### config.mk
export PLATFORM = sky130hd
export DESIGN_NAME = seq_lock_ctrl
export DESIGN_NICKNAME = d
export VERILOG_FILES = /design/src/rtl/seq_lock_ctrl.sv
export SDC_FILE = /design/constraint.sdc
export NUM_CORES = 1
export LEC_CHECK = 0
export CAP_MARGIN = 10
export CORE_MARGIN = 1.5
export CORE_UTILIZATION = 31
export CTS_CLUSTER_DIAMETER = 50
export CTS_CLUSTER_SIZE = 12
export DETAILED_ROUTE_END_ITERATION = 7
export DONT_BUFFER_PORTS = 1
export PLACE_DENSITY = 0.5
export SYNTH_ARGS = -nofsm -noshare
export SYNTH_HDL_FRONTEND = slang
export SYNTH_SLANG_ARGS = --single-unit
### constraint.sdc
create_clock -name iCLK -period 2.55 [get_ports iCLK]
set_clock_uncertainty 0.1 [all_clocks]
set_input_delay 0.1275 -clock iCLK [delete_from_list [all_inputs] [get_ports iCLK]]
set_output_delay 0.1275 -clock iCLK [all_outputs]
set_load 0.05 [all_outputs]
### src/rtl/seq_lock_ctrl.sv
// rtl/seq_lock_ctrl.sv - keypad sequence lock with tick-enabled FSM and timed lockout
// All state advances only on divider ticks; reset clears everything regardless of tick.
module seq_lock_ctrl #(
   parameter int unsigned CLK_HZ        = 2,
   parameter int unsigned TICK_HZ       = 1,
   parameter int unsigned N_KEYS        = 4,
   parameter int unsigned CODE_LEN      = 5,
   parameter logic [63:0] CODE          = 64'h104,
   parameter int unsigned MAX_FAILS     = 3,
   parameter int unsigned LOCKOUT_TICKS = 8
) (
   input  logic                                iCLK,
   input  logic                                inRESET,
   input  logic [N_KEYS-1:0]                   iKEY,
   input  logic                                iLOCK,
   output logic                                oTICK,
   output logic                                oUNLOCK,
   output logic                                oGREEN,
   output logic                                oRED,
   output logic [1:0]                          oSTATE,
   output logic [$clog2(CODE_LEN+1)-1:0]       oPOS,
   output logic [$clog2(MAX_FAILS+1)-1:0]      oFAILS
);

   localparam int unsigned DIV = CLK_HZ / TICK_HZ;
   localparam int unsigned DW  = (DIV > 1) ? $clog2(DIV) : 1;
   localparam int unsigned KW  = (N_KEYS > 1) ? $clog2(N_KEYS) : 1;
   localparam int unsigned PW  = $clog2(CODE_LEN + 1);
   localparam int unsigned FW  = $clog2(MAX_FAILS + 1);
   localparam int unsigned CW  = $clog2(LOCKOUT_TICKS + 1);
   localparam logic [CODE_LEN*KW-1:0] CODE_P = CODE[CODE_LEN*KW-1:0];

   typedef enum logic [1:0] {
      ST_ENTRY   = 2'b00,
      ST_OPEN    = 2'b01,
      ST_LOCKOUT = 2'b10
   } state_t;

   state_t              state_q, state_d;
   logic [DW-1:0]       div_q, div_d;
   logic                tick_q, tick_d;
   logic [PW-1:0]       pos_q, pos_d;
   logic [FW-1:0]       fails_q, fails_d;
   logic [CW-1:0]       cnt_q, cnt_d;
   logic [N_KEYS-1:0]   prev_q, prev_d;
   logic                green_q, green_d;

   logic                tick;
   logic                press;
   logic                multi;
   logic [KW-1:0]       sym;
   logic [FW-1:0]       fails_inc;

   function automatic logic [KW-1:0] code_at(input logic [PW-1:0] p);
      return CODE_P[p*KW +: KW];
   endfunction

   always_ff @(posedge iCLK) begin
      if (!inRESET) begin
         state_q <= ST_ENTRY;
         div_q   <= '0;
         tick_q  <= 1'b0;
         pos_q   <= '0;
         fails_q <= '0;
         cnt_q   <= '0;
         prev_q  <= '0;
         green_q <= 1'b0;
      end else begin
         state_q <= state_d;
         div_q   <= div_d;
         tick_q  <= tick_d;
         pos_q   <= pos_d;
         fails_q <= fails_d;
         cnt_q   <= cnt_d;
         prev_q  <= prev_d;
         green_q <= green_d;
      end
   end

   always_comb begin
      tick   = (div_q == DW'(DIV - 1));
      div_d  = tick ? '0 : div_q + DW'(1);
      tick_d = tick;
   end

   // Multi-key presses never match; sym is only meaningful when exactly one key is down.
   always_comb begin
      sym = '0;
      for (int i = 0; i < N_KEYS; i++) begin
         if (iKEY[i]) sym = KW'(i);
      end
      multi     = (iKEY & (iKEY - N_KEYS'(1))) != '0;
      press     = (iKEY != '0) && (prev_q == '0);
      fails_inc = (fails_q == FW'(MAX_FAILS)) ? fails_q : fails_q + FW'(1);
   end

   always_comb begin
      state_d = state_q;
      pos_d   = pos_q;
      fails_d = fails_q;
      cnt_d   = cnt_q;
      prev_d  = prev_q;
      green_d = green_q;
      if (tick) begin
         prev_d  = iKEY;
         green_d = 1'b0;
         unique case (state_q)
            ST_ENTRY: begin
               if (iLOCK) begin
                  pos_d = '0;
               end else if (press) begin
                  if (!multi && sym == code_at(pos_q)) begin
                     green_d = 1'b1;
                     if (pos_q == PW'(CODE_LEN - 1)) begin
                        state_d = ST_OPEN;
                        pos_d   = '0;
                        fails_d = '0;
                     end else begin
                        pos_d = pos_q + PW'(1);
                     end
                  end else begin
                     fails_d = fails_inc;
                     pos_d   = (!multi && sym == code_at(PW'(0))) ? PW'(1) : '0;
                     if (fails_inc == FW'(MAX_FAILS)) begin
                        state_d = ST_LOCKOUT;
                        cnt_d   = CW'(LOCKOUT_TICKS);
                        pos_d   = '0;
                     end
                  end
               end
            end
            ST_OPEN: begin
               if (iLOCK) state_d = ST_ENTRY;
            end
            ST_LOCKOUT: begin
               if (cnt_q <= CW'(1)) begin
                  state_d = ST_ENTRY;
                  fails_d = '0;
                  cnt_d   = '0;
               end else begin
                  cnt_d = cnt_q - CW'(1);
               end
            end
            default: state_d = ST_ENTRY;
         endcase
      end
   end

   always_comb begin
      oTICK   = tick_q;
      oSTATE  = state_q;
      oUNLOCK = (state_q == ST_OPEN);
      oRED    = (state_q == ST_LOCKOUT);
      oGREEN  = green_q;
      oPOS    = pos_q;
      oFAILS  = fails_q;
   end

endmodule

==> results.json <==
{
  "globalRouteOverflowTotal": 0,
  "die_x_um": 61.7,
  "synth-edff-count": 0,
  "ios": 18,
  "grt_pass1_wl_mm": 3.95,
  "hpwlAfterDp_mm": 1.82,
  "rr_worst_depth": 7,
  "hold_depth": 3,
  "port_buffers": 0,
  "antenna_found_initial": 0,
  "path_class": "flip-flop to flip-flop",
  "gp_congestion": 0.873,
  "cts_max_level": 1,
  "cts_hold_buf": 6,
  "antenna_cells": 0,
  "yosysUniqueCellTypes": 44,
  "ys_seq_area_share_pct": 33.8,
  "crit_path_max_incr_delay_ps": 410,
  "drc_errors": 0,
  "routed_via_density": 5.19,
  "slew_viol_final": 0,
  "yosys_warnings": 0,
  "fillers": 365,
  "crit_fanout": 5,
  "hold_class": "input port to flip-flop",
  "syn_nets": 131,
  "worstSetupStartpointType": "flip-flop",
  "start_util_pct": 32.2,
  "syn_area_per_cell_um2": 8.97,
  "wl_met3_um": 85,
  "cp.depth": 7,
  "track_usage_pct": 14.1,
  "tns_ps": 0,
  "vias": 945,
  "ys_top_cells_by_area": "dfxtp_1 34%, ha_1 5.9%, mux2i_1 5.6%",
  "cts_tree": "yes",
  "dp.cells": 172,
  "setup_viol": 0,
  "wl_per_cell_um": 13.0,
  "syn-instance-count": 119,
  "crit-reg2reg-launch": "oPOS[0]",
  "drt_wl_total_mm": 2.37,
  "maxSlewHeadroom_pct": 62.0,
  "status": "complete, no violations",
  "worst_slew_pin_slew_ps": 569,
  "yosys.area.top_type_share_pct": 33.8,
  "drv_cap": 0,
  "synth_async_sr_flop_share_pct": 0,
  "cp_slowest_cell": "dfxtp_1",
  "rows": 21,
  "cp_top_family": "compound AO/OA/AOI/OAI gates",
  "ir_drop_v": 0.000197,
  "cp.arrival_ps": 2180,
  "core_region_area_um2": 3310,
  "clkLatencyLatePin_ps": 300,
  "grt_pass1_vias": 937,
  "synth_top_cell_by_area": "dfxtp_1",
  "clock.fmax_ghz": 0.482,
  "worst-path-buf-inv": 1,
  "synth.most_common_cell": "dfxtp_1",
  "synth_flop_cell": "dfxtp_1",
  "period_share_pct": 81.3,
  "fin_util_pct": 38.5,
  "drive_gt1_share_pct": 17.6,
  "ctsResizeCount": 0,
  "fp.dieH_um": 61.7,
  "syn2layout_area_growth_pct": 19.3,
  "final_cells": 182,
  "finalNetCount": 149,
  "r2r_slack_ps": 480,
  "cts_buffer_depth": 2,
  "drt-met1-wl_mm": 1.09,
  "cts.clk_slew.worst_paths_ps": 120,
  "pwr_density_cell_nw_per_um2": 434,
  "required_ps": 2650,
  "power_leakage_nw": 0.480,
  "hold_viol": 0,
  "grt_max_degree": 18,
  "cts-root-buf": "clkbuf_4",
  "startpoint": "oPOS[0]",
  "met2WireLength_mm": 1.15,
  "synth-seq-cells": 18,
  "holdCritStartpoint": "iLOCK",
  "post_cts_buffers": 0,
  "path_cells": "inv_1, ha_1, nand2_1, o211a_1, nor3_4, a211oi_4, mux2_4",
  "dieArea_um2": 3800,
  "critPathCaptureType": "flip-flop",
  "synthesis.area_um2": 1070,
  "synth.top_cells.by_count": "18 x dfxtp_1, 13 x nor2_1, 7 x a21oi_1, 7 x inv_1, 7 x nand2_1",
  "cts_inserted_buffers": 3,
  "power_mw": 0.553,
  "drtAntennaViolNets": 0,
  "cts_sinks": 18,
  "top_layer_used": "met4",
  "min_period_ps": 2070,
  "drt_pass1_iterations": 4,
  "timing.hold.ws_ps": 16.7,
  "drtIter0Drc": 37,
  "grt_setup_unrepaired": "no"
}
## per-layer routing
layer	GRT usage [%]	vias up
met5	0	-
met2	23.9	17
met4	8.21	0
met1	16.5	452
met3	2.73	4
li1	-	472
## cell families after synthesis
family | after synthesis | synth area share, %
AOI/OAI and AO/OA | 33 | 24.0
xor gates and xnor gates | 1 | 0.821
adders and majority gates | 5 | 5.86
buffers and inverters | 10 | 4.22
DFF | 18 | 33.8
muxes | 7 | 7.03
and+or+nand+nor | 45 | 24.3
## registers in the layout, indices dropped and copies added, names as in the netlist
register / count
cnt_q: 4
oGREEN: 1
oFAILS: 2
oPOS: 3
div_q: 1
oSTATE: 2
prev_q: 4
oTICK: 1
## cells in the final DEF (no fill, tap or decap), drive strengths merged, types with 2 or more instances in the layout
cell type	count
dfxtp	18
nor2	13
buf	9
inv	7
nand2	7
a21oi	7
mux2i	6
o21ai	6
dlygate4sd3	6
nor3	6
ha	5
nor4	4
clkbuf	4
nand3	3
nor2b	3
a211oi	3
a21o	2
o311ai	2
or3	2
o31ai	2
nand2b	2
a31oi	2
## power by group
part           total (mW)  switching (mW)  internal, mW  leakage [nW]
registers           0.300          0.0117         0.288         0.146
logic              0.0698          0.0401        0.0298         0.313
clock network       0.183          0.0964        0.0869        0.0210
## stage by stage
stage / cell area [µm²] / setup slack (ps)
2_1_floorplan: 1070 / 48.6
3_3_place_gp: 1180 / 529
3_5_place_dp: 1180 / 489
4_1_cts: 1270 / 469
5_1_grt: 1270 / 351
6_report: 1270 / 476
## worst min-delay path: stages
cell and delay (ps):
inv_1 50, a31oi_1 150, nor3_1 50
## final timing paths
kind,end
setup / recovery,cnt_q[3]
hold / removal,oPOS[2]
setup reg to reg,cnt_q[3]
hold reg to reg,cnt_q[1]
## area by class of cell
type / count / area, µm² / share of cell area [%]
clock buffer: 4 / 36.3 / 2.85
sequential: 18 / 360 / 28.3
inverter: 8 / 30.0 / 2.36
timing repair buffer: 15 / 128 / 10.0
tap: 46 / 57.6 / 4.52
multi-input combinational: 91 / 662 / 52.0
No activity file was read; power rests on OpenSTA's default activity.
